**config.mk**
```make
export PLATFORM = sky130hd
export DESIGN_NAME = wb_timer_flat
export DESIGN_NICKNAME = d
export VERILOG_FILES = /design/src/rtl/wb_timer_if.sv /design/src/rtl/wb_timer.sv /design/src/flat_wrapper.sv
export SDC_FILE = /design/constraint.sdc
export NUM_CORES = 1
export LEC_CHECK = 0
export CAP_MARGIN = 10
export CORE_ASPECT_RATIO = 0.6
export CORE_MARGIN = 4
export CORE_UTILIZATION = 48
export DETAILED_ROUTE_END_ITERATION = 10
export PLACE_DENSITY = 0.72
export SYNTH_ARGS = -nofsm -noshare
export SYNTH_HDL_FRONTEND = slang
export SYNTH_SLANG_ARGS = --single-unit
```
**constraint.sdc**
```tcl
create_clock -name clk_i -period 5.71 [get_ports clk_i]
set_clock_uncertainty 0.05 [all_clocks]
set_input_delay 1.4275 -clock clk_i [delete_from_list [all_inputs] [get_ports clk_i]]
set_output_delay 1.4275 -clock clk_i [all_outputs]
set_load 0.03 [all_outputs]
```
**src/rtl/wb_timer_if.sv**
```systemverilog
// Wishbone classic bus bundle for the timer peripheral port.
interface wb_timer_if #(
    parameter int WB_DATA_WIDTH = 32,
    parameter int WB_ADDR_WIDTH = 32,
    parameter int WB_SEL_WIDTH  = 4
);
    logic [WB_ADDR_WIDTH-1:0] wb_addr_i;
    logic [WB_DATA_WIDTH-1:0] wb_data_i;
    logic                     wb_we_i;
    logic [WB_SEL_WIDTH-1:0]  wb_sel_i;
    logic                     wb_stb_i;
    logic                     wb_cyc_i;
    logic                     wb_ack_o;
    logic [WB_DATA_WIDTH-1:0] wb_data_o;

    modport slave (
        input  wb_addr_i, wb_data_i, wb_we_i, wb_sel_i, wb_stb_i, wb_cyc_i,
        output wb_ack_o, wb_data_o
    );

    modport master (
        output wb_addr_i, wb_data_i, wb_we_i, wb_sel_i, wb_stb_i, wb_cyc_i,
        input  wb_ack_o, wb_data_o
    );
endinterface

```
**src/rtl/wb_timer.sv**
```systemverilog
// RISC-V style mtime/mtimecmp timer on a Wishbone classic slave port.
// Optional WB_TIMER_HI_LATCH_EN: lo read snapshots mtime hi for tear-free 64-bit reads.
module wb_timer #(
    parameter int WB_DATA_WIDTH = 32,
    parameter int WB_ADDR_WIDTH = 32,
    parameter int WB_SEL_WIDTH  = 4,
    parameter int PRESCALE      = 1
) (
    input  logic      clk_i,
    input  logic      rst_i,
    wb_timer_if.slave wb,
    output logic      timer_irq_o
);
    localparam int PW = (PRESCALE > 1) ? $clog2(PRESCALE) : 1;
    localparam logic [PW-1:0] PS_LAST = PW'(PRESCALE - 1);

    logic [PW-1:0] ps_cnt;
    logic [63:0]   mtime;
    logic [63:0]   mtimecmp;
    logic [2:0]    offs;
    logic          req, commit, wr, rd, tick;
    logic [31:0]   hi_rd;
    logic [31:0]   rdata;

    wire unused_addr = &{1'b0, wb.wb_addr_i[WB_ADDR_WIDTH-1:5], wb.wb_addr_i[1:0]};

    assign offs   = wb.wb_addr_i[4:2];
    assign req    = wb.wb_stb_i & wb.wb_cyc_i;
    assign commit = req & ~wb.wb_ack_o;
    assign wr     = commit & wb.wb_we_i;
    assign rd     = commit & ~wb.wb_we_i;
    assign tick   = (ps_cnt == PS_LAST);

    function automatic logic [31:0] merge(input logic [31:0] old, input logic [31:0] din,
                                          input logic [3:0] sel);
        logic [31:0] r;
        r = old;
        for (int b = 0; b < 4; b++)
            if (sel[b]) r[8*b +: 8] = din[8*b +: 8];
        return r;
    endfunction

`ifdef WB_TIMER_HI_LATCH_EN
    logic [31:0] mtime_hi_shadow;

    always_ff @(posedge clk_i or posedge rst_i) begin
        if (rst_i)
            mtime_hi_shadow <= '0;
        else if (rd && offs == 3'd0)
            mtime_hi_shadow <= mtime[63:32];
    end

    assign hi_rd = mtime_hi_shadow;
`else
    assign hi_rd = mtime[63:32];
`endif

    always_comb begin
        rdata = '0;
        case (offs)
            3'd0:    rdata = mtime[31:0];
            3'd1:    rdata = hi_rd;
            3'd2:    rdata = mtimecmp[31:0];
            3'd3:    rdata = mtimecmp[63:32];
            default: rdata = '0;
        endcase
    end

    always_ff @(posedge clk_i or posedge rst_i) begin
        if (rst_i) begin
            ps_cnt       <= '0;
            mtime        <= '0;
            mtimecmp     <= '1;
            wb.wb_ack_o  <= 1'b0;
            wb.wb_data_o <= '0;
            timer_irq_o  <= 1'b0;
        end else begin
            ps_cnt      <= tick ? '0 : ps_cnt + 1'b1;
            wb.wb_ack_o <= commit;
            if (rd)
                wb.wb_data_o <= rdata;
            // A bus write to either mtime word suppresses that cycle's increment entirely.
            if (wr && offs == 3'd0)
                mtime[31:0] <= merge(mtime[31:0], wb.wb_data_i[31:0], wb.wb_sel_i[3:0]);
            else if (wr && offs == 3'd1)
                mtime[63:32] <= merge(mtime[63:32], wb.wb_data_i[31:0], wb.wb_sel_i[3:0]);
            else if (tick)
                mtime <= mtime + 64'd1;
            if (wr && offs == 3'd2)
                mtimecmp[31:0] <= merge(mtimecmp[31:0], wb.wb_data_i[31:0], wb.wb_sel_i[3:0]);
            if (wr && offs == 3'd3)
                mtimecmp[63:32] <= merge(mtimecmp[63:32], wb.wb_data_i[31:0], wb.wb_sel_i[3:0]);
            timer_irq_o <= (mtime >= mtimecmp);
        end
    end
endmodule

```
**src/flat_wrapper.sv**
```systemverilog
// flat-port wrapper written by rule: the top's interface ports become plain ports
module wb_timer_flat 
#(
    parameter int WB_DATA_WIDTH = 32,
    parameter int WB_ADDR_WIDTH = 32,
    parameter int WB_SEL_WIDTH  = 4,
    parameter int PRESCALE      = 1
)
  (clk_i, rst_i, timer_irq_o, wb_wb_addr_i, wb_wb_data_i, wb_wb_we_i, wb_wb_sel_i, wb_wb_stb_i, wb_wb_cyc_i, wb_wb_ack_o, wb_wb_data_o);
  wb_timer_if #(.WB_DATA_WIDTH(WB_DATA_WIDTH), .WB_ADDR_WIDTH(WB_ADDR_WIDTH), .WB_SEL_WIDTH(WB_SEL_WIDTH)) wb_i ();
  input  logic clk_i;
  input  logic rst_i;
  output logic timer_irq_o;
  input wire logic [$bits(wb_i.wb_addr_i)-1:0] wb_wb_addr_i;
  input wire logic [$bits(wb_i.wb_data_i)-1:0] wb_wb_data_i;
  input wire logic [$bits(wb_i.wb_we_i)-1:0] wb_wb_we_i;
  input wire logic [$bits(wb_i.wb_sel_i)-1:0] wb_wb_sel_i;
  input wire logic [$bits(wb_i.wb_stb_i)-1:0] wb_wb_stb_i;
  input wire logic [$bits(wb_i.wb_cyc_i)-1:0] wb_wb_cyc_i;
  output wire logic [$bits(wb_i.wb_ack_o)-1:0] wb_wb_ack_o;
  output wire logic [$bits(wb_i.wb_data_o)-1:0] wb_wb_data_o;
  assign wb_i.wb_addr_i = wb_wb_addr_i;
  assign wb_i.wb_data_i = wb_wb_data_i;
  assign wb_i.wb_we_i = wb_wb_we_i;
  assign wb_i.wb_sel_i = wb_wb_sel_i;
  assign wb_i.wb_stb_i = wb_wb_stb_i;
  assign wb_i.wb_cyc_i = wb_wb_cyc_i;
  assign wb_wb_ack_o = wb_i.wb_ack_o;
  assign wb_wb_data_o = wb_i.wb_data_o;
  wb_timer #(.WB_DATA_WIDTH(WB_DATA_WIDTH), .WB_ADDR_WIDTH(WB_ADDR_WIDTH), .WB_SEL_WIDTH(WB_SEL_WIDTH), .PRESCALE(PRESCALE)) u_core (.clk_i(clk_i), .rst_i(rst_i), .wb(wb_i), .timer_irq_o(timer_irq_o));
endmodule
```
==> results of run 1 <==
-- sequential cells by signal (all words and copies together), names as in the netlist --
name,flops
u_core.mtime,64
u_core.mtimecmp,64
u_core.timer_irq_o,1
u_core.wb.wb_ack_o,1
u_core.wb.wb_data_o,32
-- cell usage after synthesis, types with 3 or more instances --
master and number:
o21ai_0 39, dfrtp_1 98, clkbuf_1 50, and3_1 10, o21a_1 6, a21o_1 15, o22ai_1 27, nor3_1 24
and2_1 5, a31oi_1 37, nand4_1 22, a41oi_1 4, a21oi_1 111, or2_2 4, dfstp_2 64, nand3_1 39
nand2b_1 3, inv_1 74, ha_1 65, mux2_2 64, or3_1 4, o32ai_1 9, buf_2 4, a22oi_1 66
a211oi_1 10, nor2_1 78, o22a_1 8, nor4_1 3, and4_1 6, a311oi_1 10, nand2_1 72
-- per-stage QoR --
| stage | power (uW) | setup WS (ps) | instances | util [%] | hold slack (ps) |
|---|---|---|---|---|---|
| 2_1_floorplan | 2430 | 2230 | 1080 | - | 452 |
| 3_3_place_gp | 2860 | 1550 | 1382 | 54.3 | 435 |
| 3_5_place_dp | 2900 | 1520 | 1382 | 54.3 | 436 |
| 4_1_cts | 4230 | 1960 | 1414 | 57.6 | 449 |
| 5_1_grt | 4480 | 1670 | 1414 | 57.6 | 470 |
| 6_report | 4240 | 1760 | 1414 | 57.6 | 450 |
-- how the worst max path moves through the flow --
stage               slack (ps)          endpoint
floorplan                 2230   u_core.mtime[0]
global placement          1550  u_core.mtime[46]
detailed placement        1520  u_core.mtime[46]
CTS                       1960  u_core.mtime[46]
global route              1670  u_core.mtime[46]
finish                    1760  u_core.mtime[46]
-- area by class of cell --
cell class | instances | share of cell area (%)
timing repair buffer | 90 | 7.55
multi-input combinational | 783 | 46.1
tap | 273 | 2.93
inverter | 74 | 2.41
sequential | 162 | 35.4
clock inverter | 11 | 1.78
clock buffer | 21 | 3.86
-- power breakdown --
group	internal, uW	switching (uW)	leakage [uW]	total (uW)
Sequential	1420	317	0.00180	1740
Clock	829	481	0.000321	1310
Combinational	514	682	0.00247	1200
Total	2760	1480	0.00459	4240
-- layout by cell type, fill, tap and decap left out, drive strengths merged, types with 10 or more instances in the layout --
cell           count
and3              12
buf               13
a31oi             37
nand3             40
mux2              64
a311oi            10
dfrtp             98
nor2              78
ha                65
a22oi             66
nand2             72
a211oi            10
inv               73
a21o              16
nor3              28
nand4             25
clkbuf            21
a21oi            111
o21ai             39
clkdlybuf4s50     77
dfstp             64
o22ai             27
-- logic make-up (layout without fill, tap and decap cells) --
group	after synthesis	after routing
adders and majority gates	65	65
muxes	66	66
DFF	162	162
buffers and inverters	135	196
and+or+nand+nor	292	292
AOI/OAI and AO/OA	360	360
-- routing by layer --
| layer | up-vias | track usage, % |
|---|---|---|
| li1 | 4149 | - |
| met1 | 4440 | 43.7 |
| met2 | 592 | 36.1 |
| met3 | 53 | 9.03 |
| met4 | 5 | 8.12 |
| met5 | - | 4.14 |
-- critical path: stages --
cell             delay, ps
clkdlybuf4s50_1        670
inv_1                  380
nor3_2                 100
nand2_1                490
buf_4                  360
nand2_1                200
o32ai_1                430
a21oi_1                130
==> results.yml, run 1 <==
critical_path:
  cp-end-kind: "flip-flop"
  crit_required_ps: 5960
  r2r_start: "u_core.mtime[1]"
  reg2reg_to: "u_core.mtime[46]"
  path_max_fanout: 17
  critical_path.startpoint: "wb_wb_addr_i[2]"
  r2r_setup_slack_ps: 2210
  reg2regPathDepth: 7
  crit_type: "input port to flip-flop"
  arrival_ps: 4200
  startpoint_type: "input port"
timing:
  finalHoldViolations: 0
  finalCriticalPeriod_ps: 3950
  grt_setup_unrepaired: "false"
  setup_viol_count_final: 0
  relSlewSlack_pct: 14.8
  finalCritPeriodShare_pct: 69.1
  final.setup.tns_ps: 0
  worst_pin_slew_ps: 1250
  fmax_ghz: 0.253
  slew_viol_final: 0
synth:
  yosys-top-cells-area: "dfrtp_1 (24%), dfstp_2 (17%), ha_1 (8.1%)"
  synth_compound_area_share_pct: 23.0
  async_flop_share_pct: 100
  synth-edff-count: 0
  ys_types: 64
  synth_top_family_by_area: "compound AO/OA/AOI/OAI gates"
  syn_avg_cell_area_um2: 9.29
  synthAdderAreaFrac_pct: 8.10
  synth-xor-area-share_pct: 0
  synth_nets: 1218
  ys_seq_area_share_pct: 41.2
  yosys_warnings: 0
  synth-seq-cells: 162
  synthMuxAreaShare_pct: 7.38
  synth_flop_cell: "dfrtp_1"
  yosysTopAreaCell: "dfrtp_1"
  synthCells: 1080
  syn_area_um2: 10000
  synth_top_area_share_pct: 24.4
  synth-simple-area-share_pct: 14.8
placed_design:
  port_buffers: 77
  placed_area_um2: 11000
  hpwl_um: 22600
  place_congestion: 0.945
min_path:
  min_from: "u_core.wb.wb_ack_o"
  min_path_type: "flip-flop to flip-flop"
  min_to: "u_core.wb.wb_ack_o"
  hold_depth: 1
die:
  coreArea_um2: 20300
  pin_count: 107
  rows: 40
  die-area_um2: 23400
  die_x_um: 195
  die_h_um: 120
  start_util_pct: 49.5
flow_run:
  cap_violations: 0
finish:
  multi_input_area_um2: 5380
  seqCellArea_um2: 4130
  drive_above_1_share_pct: 17.2
  syn2layout_area_growth_pct: 16.3
  fillerInstances: 1805
  antenna_cells: 0
  fin_nets: 1266
  finalInstanceArea_um2: 11700
clock_network:
  post-cts-setup-buffers: 0
  root_buffer: "clkbuf_16"
  hold_buffers: 0
  cts_htree_levels: 4
  clk_pin_slew_ps: 60
  cts_tree: "built"
  post_cts_resized: 0
  clock_latency_ps: 440
  cts.sinks: 162
  clk_path_buf_depth: 2
  cts_buffers: 17
run_status:
  status: "complete, no violations"
routing:
  drtIter0Drc: 1188
  wl_um: 32500
  vias_per_cell: 6.53
  wl_met1_um: 14900
  wl_met3_um: 4460
  wl_met2_um: 12400
  vias: 9239
  drc_errors: 0
  ant_nets: 0
  routedWlPerCell_um: 23.0
  firstDrtPassIters: 6
  topRoutingLayerUsed: "met5"
grt:
  grt_max_degree: 163
  grt_overflow: 0
  antenna_found_initial: 0
  grt_pass1_wl_um: 51300
  grt_usage_pct: 28.1
  grt_pass1_vias: 8758
power_and_ir_drop:
  p_leak_uw: 0.00459
  p_per_area_nw_per_um2: 363
  peakVddDrop_mv: 0.229
No activity file was read; power rests on OpenSTA's default activity.
==> run 2, diff against run 1 <==
- PLACE_DENSITY: 0.72 -> 0.69
- clock period: 5.71 -> 3.66 ns (I/O delays scaled with it)
==> run 2 against run 1 <==
Effect of this change: global-route usage barely moved; setup slack worse by 1200 ps; core utilization increased by 0.25 points; final cell count grew 1.1%; clock-buffer cell count is 5 higher; critical endpoint unchanged; die area did not move; first-iteration DRC count decreased by 12%; combinational power grew 58%; non-clock buffer count is 15 higher; via count down 0.65%; register-to-register slack worse by 1700 ps; largest cell class unchanged; highest routed layer is now met4.
==> results.yml, run 2 (synthesis gave the netlist of run 1 again) <==
power_and_ir_drop:
  switching_share_pct: 35.6
  p_leak_uw: 0.00463
  clockPowerShare_pct: 28.7
  peakVddDrop_mv: 0.384
  p_per_area_nw_per_um2: 549
  combPwrFrac_pct: 29.5
  internal-power_uw: 4140
  power_frac_seq_pct: 41.8
  total_power_uw: 6430
  p_switching_uw: 2290
clock_network:
  cts_buffers: 17
  cts_htree_levels: 4
  cts.sinks: 162
  clk_path_buf_depth: 2
  hold_buffers: 0
  clk_pin_slew_ps: 70
  clock_latency_ps: 440
  cts_tree: "built"
  post_cts_resized: 0
  root_buffer: "clkbuf_16"
  post-cts-setup-buffers: 0
routing:
  routedWlPerCell_um: 23.1
  drc_errors: 0
  wl_um: 32900
  ant_nets: 0
  vias: 9179
  drtIter0Drc: 1040
  vias_per_cell: 6.42
  firstDrtPassIters: 7
grt:
  grt_pass1_vias: 8544
  grt_overflow: 0
  grt_usage_pct: 28.0
  grt_max_degree: 65
  grt_pass1_wl_um: 51100
  antenna_found_initial: 0
timing:
  final.setup.tns_ps: 0
  finalCritPeriodShare_pct: 85.6
  relSlewSlack_pct: 51.3
  finalCriticalPeriod_ps: 3130
  setup_viol_count_final: 0
  fmax_ghz: 0.319
  worst_pin_slew_ps: 724
  finalHoldViolations: 0
  slew_viol_final: 0
  grt_setup_unrepaired: "false"
finish:
  finalInstanceArea_um2: 11700
  reg_top3: "u_core.mtime: 64 flops, u_core.mtimecmp: 64 flops, u_core.wb.wb_data_o: 32 flops"
  fin_nets: 1281
  antenna_cells: 0
  syn2layout_area_growth_pct: 16.8
  multi_input_area_um2: 5380
  final_cells: 1429
  drive_above_1_share_pct: 17.9
  most-common-layout-cells: "a21oi_1 (111), dfrtp_1 (98), nor2_1 (78)"
  fillerInstances: 1777
  seqCellArea_um2: 4130
  final_common_cell: "a21oi_1"
critical_path:
  cp-end-kind: "flip-flop"
  critical-path-slowest-cell: "nor3_2"
  path_max_fanout: 7
  cp_cell_sequence: "ha_1 -> nand3_1 -> or3_1 -> nor3_2 -> nand2_1 -> o32ai_1 -> a21oi_1"
  arrival_ps: 3390
  crit_buf_inv: 0
  cp_top_family: "simple AND/OR/NAND/NOR gates"
  crit_type: "flip-flop to flip-flop"
  crit_required_ps: 3910
  startpoint_type: "flip-flop"
  max_stage_delay_ps: 630
die:
  start_util_pct: 49.5
  pin_count: 107
  die_x_um: 195
  rows: 40
  die_h_um: 120
  coreArea_um2: 20300
  die-area_um2: 23400
placed_design:
  place_congestion: 0.949
  hpwl_um: 23500
  port_buffers: 77
  dp_cells: 1397
  placed_area_um2: 11100
min_path:
  min_path_type: "flip-flop to flip-flop"
run_status:
  status: "complete, no violations"
flow_run:
  cap_violations: 0
==> run 2: final cells by class <==
cell class	count	area share, %
Clock inverter	6	0.897
Clock buffer	26	4.09
Tap cell	273	2.91
Timing Repair Buffer	105	8.58
Multi-Input combinational cell	783	45.9
Inverter	74	2.40
Sequential cell	162	35.3
==> run 2: worst paths after layout <==
path                                    startpoint                   to  slack, ps  cells after the start
worst max-delay path               u_core.mtime[1]     u_core.mtime[46]        530                      7
worst min-delay path            u_core.wb.wb_ack_o   u_core.wb.wb_ack_o        440                      1
worst max register to register     u_core.mtime[1]     u_core.mtime[46]        530                      7
worst min register to register  u_core.wb.wb_ack_o   u_core.wb.wb_ack_o        440                      1
max in group asynchronous                    rst_i  u_core.mtimecmp[32]       1930                      3
min in group asynchronous                    rst_i      u_core.mtime[9]        850                      2
==> run 2: through the flow <==
| step | hold WS [ps] | worst slack, ps | util, % |
|---|---|---|---|
| 4_1_cts | 441 | 625 | 57.8 |
| 5_1_grt | 458 | 423 | 57.8 |
| 6_report | 442 | 528 | 57.8 |
| 3_3_place_gp | 428 | 430 | 55.0 |
| 2_1_floorplan | 452 | 690 | - |
| 3_5_place_dp | 435 | 398 | 55.0 |
==> run 2: per-layer routing <==
layer,global-route usage [%],share of wire (%),vias up
li1,-,-,4182
met1,45.3,49,4445
met2,36.4,38,520
met3,8.56,12,32
met4,4.78,0.97,0
met5,0,0,-
==> run 2: power groups by stage <==
stage          Sequential, uW  Clock [uW]  Combinational, uW
3_5_place_dp             2690           0               1850
3_3_place_gp             2680           0               1820
4_1_cts                  2670        1860               1870
2_1_floorplan            2710           0               1080
5_1_grt                  2740        1940               2110
6_report                 2690        1840               1900
==> variant, RTL diff (flow settings as in run 1) <==
The option `WB_TIMER_HI_LATCH_EN` is turned on by a define.
--- a/src/rtl/wb_timer.sv
+++ b/src/rtl/wb_timer.sv
@@ -2,2 +2,4 @@
 // Optional WB_TIMER_HI_LATCH_EN: lo read snapshots mtime hi for tear-free 64-bit reads.
+`define WB_TIMER_HI_LATCH_EN
+
 module wb_timer #(
Formal check against the unedited RTL: not equivalent (Yosys sat finds a counterexample within 4 cycles, from zero or initial values and one cycle with rst_i high).
==> variant against run 1 <==
Area after synthesis grew 9.1%. Highest routed layer is now met4. Count of clock-buffer cells in the layout up 2. Setup slack worse by 0.47 ns. Sequential power is 14% higher. Global-route usage decreased by 2.1 points. Design area up 8.4%. Sequential cell count increased by 32. Power is 3.9% higher. Wire length is 2.0% higher.
==> variant: results (changes against run 1) <==
[metrics] outcome: finished clean (unchanged)
[metrics] number of nets in the synthesized netlist: 1252 (was 1218)
[metrics] register-to-register setup slack: 2.35 ns (was 2.21 ns)
[metrics] Worst Setup EP: u_core.mtime[59] (was u_core.mtime[46])
[metrics] placed wire-length estimate: 23.0 mm (was 22.6 mm)
[metrics] leading registers by flop count: u_core.mtime x64, u_core.mtimecmp x64 (was u_core.mtime x64, u_core.mtimecmp x64, u_core.wb.wb_data_o x32)
[metrics] Static Leakage: 5.11 nW (was 4.59 nW)
[metrics] pin count of the biggest net entering global routing: 166 (was 163)
[metrics] cells on worst reg2reg path: 6 (was 7)
[metrics] CP delay by family, top: simple AND/OR/NAND/NOR gates (was buffers and inverters)
[metrics] reg2reg end: u_core.mtime[26] (was u_core.mtime[46])
[metrics] maximum fanout along the worst path: 35 (was 17)
[metrics] Total Routing Usage GR: 0.260 (was 0.281)
[metrics] CP max-delay cell: sky130_fd_sc_hd__nand2_1 (was sky130_fd_sc_hd__clkdlybuf4s50_1)
[metrics] origin of the worst min-delay path: u_core.mtimecmp[52] (was u_core.wb.wb_ack_o)
[metrics] worst vdd rail ir drop: 0.221 mV (was 0.229 mV)
[metrics] weighted congestion at the end of routability-driven global placement: 0.937 (was 0.945)
[metrics] First DRT Iteration DRCs: 992 (was 1188)
[metrics] distinct cell type count of the synthesized netlist: 65 (was 64)
[metrics] routed wirelength normalized by instance count: 22.2 um (was 23.0 um)
[metrics] worst slew slack as a fraction of its limit: 0.353 (was 0.148)
[metrics] detail-routed via count per cell: 6.37 (was 6.53)
[metrics] Worst Hold Path Cells: 2 (was 1)
[metrics] worst reg2reg path startpoint: u_core.wb.wb_ack_o (was u_core.mtime[1])
[metrics] most used standard cells in the synthesized netlist: 130 x sky130_fd_sc_hd__dfrtp_1, 94 x sky130_fd_sc_hd__nor2_1, 92 x sky130_fd_sc_hd__mux2_2 (was 111 x sky130_fd_sc_hd__a21oi_1, 98 x sky130_fd_sc_hd__dfrtp_1, 78 x sky130_fd_sc_hd__nor2_1)
[metrics] first-pass GRT wire length: 51.9 mm (was 51.3 mm)
[metrics] share of post-route cells with drive strength above 1: 0.183 (was 0.172)
[metrics] detailed-routing iteration count for the pre-antenna-repair pass: 8 (was 6)
[metrics] worst path arrival time: 4.72 ns (was 4.20 ns)
[metrics] top post-synthesis cells by area: sky130_fd_sc_hd__dfrtp_1 30%, sky130_fd_sc_hd__dfstp_2 15%, sky130_fd_sc_hd__mux2_2 9.5% (was sky130_fd_sc_hd__dfrtp_1 24%, sky130_fd_sc_hd__dfstp_2 17%, sky130_fd_sc_hd__ha_1 8.1%)
[metrics] number of global-route vias before repair: 9098 (was 8758)
[metrics] WHS Endpoint: u_core.mtimecmp[52] (was u_core.wb.wb_ack_o)
[metrics] launching element of the worst setup path: wb_wb_addr_i[3] (was wb_wb_addr_i[2])
[metrics] proportion of synthesized chip area in sequential cells: 0.451 (was 0.412)
[variant: changes by cell type after synthesis, sizes merged, moves of 13 or more]
cell,before,now
o22ai,27,14
mux2,64,92
dfrtp,98,130
a21oi,111,63
clkbuf,54,40
nor2,78,94
[variant: kinds of logic (layout without fill, tap and decap cells)]
kind of cell	Yosys count	count (layout)	share of synthesized area
AND/OR/NAND/NOR	336	336	0.151
adder cells (fa/ha/maj)	65	65	0.0743
AO/OA/AOI/OAI	304	304	0.185
multiplexers	95	95	0.0973
buffers and inverters	120	192	0.0414
flip-flops	194	194	0.451
[variant: per-layer routing]
| metal | vias up | GRT usage | part of all wire |
|---|---|---|---|
| met2 | 514 | 0.354 | 0.40 |
| met1 | 4658 | 0.396 | 0.47 |
| li1 | 4299 | - | - |
| met4 | 0 | 0.0774 | 0.017 |
| met3 | 46 | 0.0797 | 0.11 |
| met5 | - | 0 | 0 |
[variant: power by group]
group	total [W]	leakage, nW	internal, W	switching [W]
registers	0.00199	2.24	0.00167	0.000318
clock network	0.00126	0.297	0.000724	0.000537
logic	0.00116	2.57	0.000515	0.000643
total	0.00441	5.11	0.00291	0.00150
[variant: stage by stage]
stage / instances / hold slack, ns / instance area (um^2) / util
finish: 1494 / 0.446 / 12700 / 0.569
global placement: 1462 / 0.416 / 12000 / 0.542
CTS: 1494 / 0.444 / 12700 / 0.569
global route: 1494 / 0.478 / 12700 / 0.569
detailed placement: 1462 / 0.427 / 12000 / 0.542
floorplan: 1114 / 0.400 / 11000 / -
[variant: final cells by class]
class	instances	area (um^2)
Fill cell	1987	9580
Clock buffer	23	478
Sequential cell	194	4930
Multi-Input combinational cell	800	5580
Clock inverter	9	130
Tap cell	308	385
Timing Repair Buffer	88	866
Inverter	72	274
